File: src/rtl/seg7_pkg.sv
// rtl/seg7_pkg.sv - shared active-low 7-segment pattern table and scan helpers
package seg7_pkg;

    localparam logic [6:0] SEG_0     = 7'b1000000;
    localparam logic [6:0] SEG_1     = 7'b1111001;
    localparam logic [6:0] SEG_2     = 7'b0100100;
    localparam logic [6:0] SEG_3     = 7'b0110000;
    localparam logic [6:0] SEG_4     = 7'b0011001;
    localparam logic [6:0] SEG_5     = 7'b0010010;
    localparam logic [6:0] SEG_6     = 7'b0000010;
    localparam logic [6:0] SEG_7     = 7'b1111000;
    localparam logic [6:0] SEG_8     = 7'b0000000;
    localparam logic [6:0] SEG_9     = 7'b0010000;
    localparam logic [6:0] SEG_A     = 7'b0001000;
    localparam logic [6:0] SEG_B     = 7'b0000011;
    localparam logic [6:0] SEG_C     = 7'b1000110;
    localparam logic [6:0] SEG_D     = 7'b0100001;
    localparam logic [6:0] SEG_E     = 7'b0000110;
    localparam logic [6:0] SEG_F     = 7'b0001110;
    localparam logic [6:0] SEG_BLANK = 7'b1111111;

    localparam logic [3:0] AN_NONE   = 4'b1111;

    typedef enum logic [1:0] {
        CAP_IGNORE = 2'd0,
        CAP_DIGIT  = 2'd1,
        CAP_ERROR  = 2'd2
    } cap_kind_e;

    // Classifies an active-low anode vector: blank, exactly one digit, or overlap.
    function automatic cap_kind_e an_classify(input logic [3:0] an);
        logic [3:0] low;
        low = ~an;
        if (low == 4'b0000)
            return CAP_IGNORE;
        else if ((low & (low - 4'd1)) == 4'b0000)
            return CAP_DIGIT;
        else
            return CAP_ERROR;
    endfunction

    function automatic logic [1:0] an_index(input logic [3:0] an);
        logic [1:0] idx;
        idx = 2'd0;
        for (int i = 3; i >= 0; i--)
            if (!an[i])
                idx = 2'(i);
        return idx;
    endfunction

endpackage

File: src/rtl/seg7_pattern_decode.sv
// rtl/seg7_pattern_decode.sv - combinational active-low segment pattern to nibble lookup
module seg7_pattern_decode
    import seg7_pkg::*;
(
    input  logic [6:0] seg,
    output logic [3:0] hex,
    output logic       legal
);

    always_comb begin
        hex   = 4'h0;
        legal = 1'b1;
        case (seg)
            SEG_0:   hex = 4'h0;
            SEG_1:   hex = 4'h1;
            SEG_2:   hex = 4'h2;
            SEG_3:   hex = 4'h3;
            SEG_4:   hex = 4'h4;
            SEG_5:   hex = 4'h5;
            SEG_6:   hex = 4'h6;
            SEG_7:   hex = 4'h7;
            SEG_8:   hex = 4'h8;
            SEG_9:   hex = 4'h9;
            SEG_A:   hex = 4'hA;
            SEG_B:   hex = 4'hB;
            SEG_C:   hex = 4'hC;
            SEG_D:   hex = 4'hD;
            SEG_E:   hex = 4'hE;
            SEG_F:   hex = 4'hF;
            default: legal = 1'b0;
        endcase
    end

endmodule

File: src/rtl/seg7_4digit_to_bcd.sv
// rtl/seg7_4digit_to_bcd.sv - reconstructs four hex digits from a scanned 7-segment bus
module seg7_4digit_to_bcd
    import seg7_pkg::*;
#(
    parameter int SETTLE = 4
) (
    input  logic       clk,
    input  logic       rst,
    input  logic [6:0] seg,
    input  logic [3:0] an,
    output logic [3:0] out3,
    output logic [3:0] out2,
    output logic [3:0] out1,
    output logic [3:0] out0,
    output logic       valid,
    output logic       frame,
    output logic       err
);

    localparam logic [10:0] IN_RESET = {AN_NONE, SEG_BLANK};
    localparam logic [7:0]  CNT_MAX  = 8'(SETTLE);
    localparam logic [7:0]  CNT_FIRE = 8'(SETTLE - 1);

    logic [10:0] in_q;
    logic [10:0] prev_q;
    logic [7:0]  cnt;
    logic [3:0]  digit_q [4];
    logic [3:0]  seen;

    logic [3:0]  dec_hex;
    logic        dec_legal;
    logic        stable;
    logic        strobe;
    cap_kind_e   kind;
    logic [1:0]  idx;
    logic        do_write;
    logic        do_err;
    logic [3:0]  seen_set;

    seg7_pattern_decode u_decode (
        .seg   (in_q[6:0]),
        .hex   (dec_hex),
        .legal (dec_legal)
    );

    assign stable = (in_q == prev_q);
    // The count only sits at SETTLE-1 for one cycle before saturating, so this fires once per hold.
    assign strobe = stable && (cnt == CNT_FIRE);

    always_comb begin
        kind     = an_classify(in_q[10:7]);
        idx      = an_index(in_q[10:7]);
        do_write = 1'b0;
        do_err   = 1'b0;
        seen_set = seen;
        if (strobe) begin
            case (kind)
                CAP_DIGIT: begin
                    if (dec_legal) begin
                        do_write      = 1'b1;
                        seen_set[idx] = 1'b1;
                    end else begin
                        do_err = 1'b1;
                    end
                end
                CAP_ERROR: do_err = 1'b1;
                default:   ;
            endcase
        end
    end

    always_ff @(posedge clk or posedge rst) begin
        if (rst) begin
            in_q   <= IN_RESET;
            prev_q <= IN_RESET;
            cnt    <= 8'd0;
            seen   <= 4'b0000;
            valid  <= 1'b0;
            frame  <= 1'b0;
            err    <= 1'b0;
            for (int i = 0; i < 4; i++)
                digit_q[i] <= 4'h0;
        end else begin
            in_q   <= {an, seg};
            prev_q <= in_q;
            frame  <= 1'b0;
            err    <= do_err;
            if (!stable)
                cnt <= 8'd0;
            else if (cnt != CNT_MAX)
                cnt <= cnt + 8'd1;
            if (do_write) begin
                digit_q[idx] <= dec_hex;
                if (seen_set == 4'b1111) begin
                    frame <= 1'b1;
                    valid <= 1'b1;
                    seen  <= 4'b0000;
                end else begin
                    seen <= seen_set;
                end
            end
        end
    end

    assign out0 = digit_q[0];
    assign out1 = digit_q[1];
    assign out2 = digit_q[2];
    assign out3 = digit_q[3];

endmodule
File: config.mk
export PLATFORM = sky130hd
export DESIGN_NAME = seg7_4digit_to_bcd
export DESIGN_NICKNAME = d
export VERILOG_FILES = /design/src/rtl/seg7_pkg.sv /design/src/rtl/seg7_pattern_decode.sv /design/src/rtl/seg7_4digit_to_bcd.sv
export SDC_FILE = /design/constraint.sdc
export NUM_CORES = 1
export LEC_CHECK = 0
export ABC_CLOCK_PERIOD_IN_PS = 2900
export CORE_MARGIN = 8
export CORE_UTILIZATION = 30
export CTS_CLUSTER_DIAMETER = 40
export DETAILED_ROUTE_END_ITERATION = 7
export PLACE_DENSITY_LB_ADDON = 0.25
export SLEW_MARGIN = 20
export SYNTH_ARGS = -nofsm -noshare
export SYNTH_HDL_FRONTEND = slang
export SYNTH_SLANG_ARGS = --single-unit
File: constraint.sdc
create_clock -name clk -period 2.9 [get_ports clk]
set_clock_uncertainty 0.1 [all_clocks]
set_input_delay 0.29 -clock clk [delete_from_list [all_inputs] [get_ports clk]]
set_output_delay 0.29 -clock clk [all_outputs]
set_load 0.01 [all_outputs]
==> flow_metrics.tcl, run 1 <==
set metrics [dict create \
    status "finished clean" \
    fmax_ghz 0.385 \
    drt-total-wl_mm 5.21 \
    num_vias 1688 \
    slew-limit-headroom 0.727 \
    ant_nets 0 \
    cp_cell_sequence "or3b_1, a211o_1, and3_2, nand3_2, nor3b_4, mux2_2" \
    cts_made_buffers 5 \
    final_util 0.373 \
    rows 33 \
    fin_crit_sh 0.896 \
    clk_latency_ns 0.30 \
    cts_tree "done" \
    grt_max_degree 38 \
    synthCells 218 \
    reg2reg_depth 6 \
    fillCellCount 807 \
    register_area_um2 1350 \
    period_minus_slack_ns 2.60 \
    syn_area_um2 2540 \
    clock_power_share 0.399 \
    multi_input_area_um2 1060 \
    viasPerCell 4.78 \
    area_growth_pct 20.6 \
    yosysSeqAreaShare 0.533 \
    post-cts-setup-buffer-count 0 \
    yosysWarnings 0 \
    yosys-top-cells-area "dfrtp_1 31%, dfstp_2 23%, mux2_2 6.7%" \
    synthFlopType "dfrtp_1" \
    switching_share 0.217 \
    tightestPinTransition_ns 0.410 \
    placed_area_um2 2930 \
    drc 0 \
    cp_max_fo 15 \
    leakage_nw 1.30 \
    finalMaxSlewViolations 0 \
    arrival_ns 2.70 \
    r2r-start "in_q[3]" \
    rsz0062_at_grt "no" \
    synth_nets 233 \
    drt_iter0_drc 109 \
    diodes 0 \
    end_kind "flop" \
    routedWlPerCell_um 14.8 \
    synth_commonest_cells "31 x dfrtp_1, 22 x dfstp_2, 16 x xor2_1, 15 x mux2_2, 15 x nor2_1" \
    maxCapViolations 0 \
    io_buffers 31 \
    yosysMostFrequentCell "dfrtp_1" \
    cts.sinks 53 \
    place.gp.congestion 0.770 \
    fin_setup_tns_ns 0 \
    synth_top_cell_by_area "dfrtp_1" \
    reg2reg_slack_ns 0.30 \
    hpwl_mm 3.59 \
    power_frac_comb 0.058 \
    die_area_um2 11700 \
    fp.dieW_um 108 \
    cts_hold_buf 0 \
    cts_resized 0 \
    worstReg2RegEnd "out0[3]" \
    fin_area_um2 3060 \
    final-setup-viol-count 0 \
    p_total_w 0.00147 \
    cpPeakStageDelay_ns 0.71 \
    hold_viol 0 \
    hold_path.class "in2async" \
    yosysUniqueCellTypes 52 \
    critPathLaunchType "flop" \
    cts_buffer_depth 2 \
    nets 262 \
    overflow 0 \
    p_seq_frac 0.543 \
    critPathRequiredTime_ns 3.00 \
    critPathKind "reg2reg" \
    core-area_um2 8220 \
    ir_drop_uv 252 \
    pin_count 32 \
    synth_enable_flop_cells 0 \
    powerDensity_nw_per_um2 481 \
    drive_above_1_share 0.266 \
    antenna_found_initial 0 \
    cp_top_family "simple AND/OR/NAND/NOR gates" \
    cts-htree-levels 2 \
    ys_seq_elements 53 \
    initial_core_util 0.309 \
    grt_pass1_vias 1732 \
    async_reset_ff_frac 1.00 \
    netSwitchingPower_w 0.000320 \
    netlist.area_leader.share 0.305 \
    postSynthAreaPerCell_um2 11.7 \
    die_h_um 108 \
    path_clk_slew_ns 0.10 \
    internal-power_w 0.00115 \
    root_buffer "clkbuf_8" \
    gr-usage-all-layers 0.0951 \
    cp_num_buf_inv 0 \
    firstDrtPassIters 4 \
    crit_path_top_delay_cell "dfstp_2" \
    grt_pass1_wl_mm 8.88 \
]
-- logic make-up (layout without fill, tap and decap cells) --
family	after synthesis	count (layout)	synth area share
multiplexers	18	18	0.0788
AO/OA/AOI/OAI	26	26	0.0660
buffers and inverters	20	50	0.0478
adder cells (fa/ha/maj)	2	2	0.00985
flip-flops	53	53	0.533
XOR/XNOR	17	17	0.0586
AND/OR/NAND/NOR	82	82	0.206
-- power groups by stage --
stage               combinational (W)  clock [W]  sequential, W
floorplan                   0.0000773          0       0.000790
global placement            0.0000876          0       0.000813
detailed placement          0.0000873          0       0.000813
CTS                         0.0000877   0.000607       0.000800
global route                0.0000968   0.000639       0.000806
finish                      0.0000850   0.000589       0.000800
-- layout make-up --
| type | instances | area share |
|---|---|---|
| clock buffer | 5 | 0.0225 |
| clock inverter | 3 | 0.0212 |
| inverter | 7 | 0.00858 |
| multi-input combinational | 145 | 0.348 |
| sequential | 53 | 0.442 |
| tap | 105 | 0.0429 |
| timing repair buffer | 35 | 0.115 |
-- sequential cells by signal, indices dropped and copies added (netlist names) --
| signal | cells |
|---|---|
| cnt | 8 |
| err | 1 |
| frame | 1 |
| in_q | 11 |
| out0 | 4 |
| out1 | 4 |
| out2 | 4 |
| out3 | 4 |
| prev_q | 11 |
| seen | 4 |
| valid | 1 |
-- layout by cell type, fill, tap and decap left out, drive strengths merged, types with 7 or more instances in the layout --
master	Yosys	final
inv	7	7
nor3	10	10
a21oi	7	7
nand2	12	12
dfrtp	31	31
mux2	16	16
nor2	15	15
xor2	16	16
dfstp	22	22
clkdlybuf4s50	0	31
nand3	9	9
-- stage by stage --
stage | worst slack, ns | hold slack (ns) | instances
2_1_floorplan | 0.606 | 0.194 | 218
3_3_place_gp | 0.351 | 0.319 | 345
6_report | 0.302 | 0.184 | 353
3_5_place_dp | 0.305 | 0.311 | 345
5_1_grt | 0.186 | 0.216 | 353
4_1_cts | 0.285 | 0.198 | 353
-- layer usage --
layer | GRT usage | part of all wire | vias up
met1 | 0.117 | 0.47 | 836
met5 | 0 | 0 | -
li1 | - | - | 822
met2 | 0.153 | 0.48 | 26
met4 | 0.0297 | 0.0098 | 0
met3 | 0.0321 | 0.046 | 4
-- worst max path at each step --
stage | depth (start not counted) | from | to
floorplan | 8 | in_q[0] | out3[0]
global placement | 6 | in_q[3] | out0[3]
detailed placement | 6 | in_q[3] | out0[3]
CTS | 6 | in_q[3] | out0[3]
global route | 6 | in_q[3] | out0[3]
finish | 6 | in_q[3] | out0[3]
(Power assumes the default switching activity.)
==> run 2: changes to the inputs <==
--- a/config.mk
+++ b/config.mk
@@ -6,8 +6,9 @@
 export NUM_CORES = 1
 export LEC_CHECK = 0
 export ABC_CLOCK_PERIOD_IN_PS = 2900
-export CORE_MARGIN = 8
-export CORE_UTILIZATION = 30
+export CORE_MARGIN = 4
+export CORE_UTILIZATION = 40
+export CTS_BUF_LIST = sky130_fd_sc_hd__clkbuf_8
 export CTS_CLUSTER_DIAMETER = 40
 export DETAILED_ROUTE_END_ITERATION = 7
 export PLACE_DENSITY_LB_ADDON = 0.25
==> run 2 against run 1 <==
Non-clock buffer count is 2 lower. Die area is 34% lower. Critical path depth stayed put. Combinational power is 1% lower. Clock power is 28% lower. Wire length is 9.3% lower. Largest cell class unchanged.
==> flow_metrics.tcl, run 2 (synthesized netlist as in run 1, its figures left out) <==
set metrics [dict create \
    fp.dieW_um 87.7 \
    leakage_nw 1.26 \
    hold_viol 0 \
    cts_tree "done" \
    powerDensity_nw_per_um2 440 \
    fmax_ghz 0.390 \
    grt_pass1_vias 1711 \
    hpwl_mm 3.27 \
    grt_pass1_wl_mm 8.31 \
    initial_core_util 0.422 \
    final-setup-viol-count 0 \
    post-cts-setup-buffer-count 0 \
    r2r-start "in_q[3]" \
    die_area_um2 7690 \
    end_kind "flop" \
    num_vias 1684 \
    fin_setup_tns_ns 0 \
    viasPerCell 5.25 \
    rows 28 \
    cts_resized 0 \
    tightestPinTransition_ns 0.703 \
    cts_buffer_depth 2 \
    firstDrtPassIters 5 \
    root_buffer "clkbuf_8" \
    critPathKind "reg2reg" \
    cp_max_fo 15 \
    io_buffers 31 \
    routedWlPerCell_um 14.7 \
    top_regs "in_q: 11 flops, prev_q: 11 flops, cnt: 8 flops" \
    status "finished clean" \
    fin_area_um2 2970 \
    diodes 0 \
    arrival_ns 2.68 \
    place.gp.congestion 0.792 \
    crit_path_top_delay_cell "dfstp_2" \
    cts_made_buffers 5 \
    ant_nets 0 \
    overflow 0 \
    gr-usage-all-layers 0.139 \
    critPathRequiredTime_ns 3.01 \
    crit_path_start "in_q[3]" \
    drc 0 \
    drive_above_1_share 0.260 \
    hold_path.class "in2async" \
    core-area_um2 6030 \
    hold_ws_ns 0.221 \
    most-common-layout-cells "31 x dfrtp_1, 31 x clkdlybuf4s50_1, 22 x dfstp_2" \
    antenna_found_initial 0 \
    path_clk_slew_ns 0.10 \
    fillCellCount 551 \
    pin_count 32 \
    critPathLaunchType "flop" \
    drt_iter0_drc 54 \
    finalMaxSlewViolations 0 \
    cts-htree-levels 2 \
    slew-limit-headroom 0.525 \
    cpPeakStageDelay_ns 0.69 \
    nets 260 \
    multi_input_area_um2 1060 \
    clk_latency_ns 0.31 \
    period_minus_slack_ns 2.57 \
    cts.sinks 53 \
    ir_drop_uv 205 \
    area_growth_pct 16.8 \
    cp_cell_sequence "or3b_1, a211o_1, and3_2, nand3_2, nor3b_4, mux2_2" \
    cts_hold_buf 0 \
    maxCapViolations 0 \
    register_area_um2 1350 \
    cp_num_buf_inv 0 \
    grt_max_degree 33 \
    die_h_um 87.7 \
    rsz0062_at_grt "no" \
    cp_top_family "simple AND/OR/NAND/NOR gates" \
    placed_area_um2 2880 \
    fin_crit_sh 0.885 \
    drt-total-wl_mm 4.73 \
]
## run 2: worst paths after layout
| check | to | slack, ns | depth (start not counted) |
|---|---|---|---|
| min reg2reg | prev_q[7] | 0.33 | 0 |
| max reg2reg | out0[2] | 0.33 | 6 |
| max | out0[2] | 0.33 | 6 |
| max in group asynchronous | in_q[5] | 1.87 | 3 |
| min in group clk | in_q[3] | 0.27 | 1 |
| min | seen[1] | 0.22 | 2 |
## run 2: where the power goes
group / leakage, nW / total (W) / internal [W] / switching, W
registers: 0.665 / 0.000799 / 0.000768 / 0.0000314
clock network: 0.0364 / 0.000423 / 0.000170 / 0.000254
logic: 0.561 / 0.0000838 / 0.0000421 / 0.0000417
total: 1.26 / 0.00131 / 0.000980 / 0.000327
## run 2: per-layer routing
metal / part of all wire / vias to the layer above / wire length (um) / track usage
met3: 0.040 / 8 / 190 / 0.0320
met5: 0 / - / 0 / 0
li1: - / 817 / - / -
met2: 0.49 / 43 / 2320 / 0.223
met1: 0.45 / 816 / 2130 / 0.179
met4: 0.019 / 0 / 92 / 0.0628
## run 2: area by class of cell
type / count / share of cell area
clock buffer: 5 / 0.0232
clock inverter: 3 / 0.00759
inverter: 7 / 0.00885
multi-input combinational: 145 / 0.359
sequential: 53 / 0.456
tap: 75 / 0.0316
timing repair buffer: 33 / 0.114
## run 2: stage by stage
step           power, W  setup WS [ns]  instances   util
2_1_floorplan  0.000867          0.606        218      -
6_report        0.00131          0.333        321  0.493
5_1_grt         0.00137          0.215        321  0.493
3_3_place_gp   0.000897          0.367        313  0.477
3_5_place_dp   0.000898          0.352        313  0.477
4_1_cts         0.00133          0.333        321  0.493
## run 2: worst register-to-register path, stage by stage (launching register included)
cell and delay (ns):
dfstp_2 0.69, or3b_1 0.40, a211o_1 0.26, and3_2 0.20, nand3_2 0.11, nor3b_4 0.33
mux2_2 0.37
==> run 3: changes to the inputs <==
--- a/config.mk
+++ b/config.mk
@@ -9,7 +9,6 @@
 export CORE_MARGIN = 4
 export CORE_UTILIZATION = 40
 export CTS_BUF_LIST = sky130_fd_sc_hd__clkbuf_8
-export CTS_CLUSTER_DIAMETER = 40
 export DETAILED_ROUTE_END_ITERATION = 7
 export PLACE_DENSITY_LB_ADDON = 0.25
 export SLEW_MARGIN = 20
==> results of run 3 <==
Same layout as run 2: the final DEF is identical, and so are final timing and power.
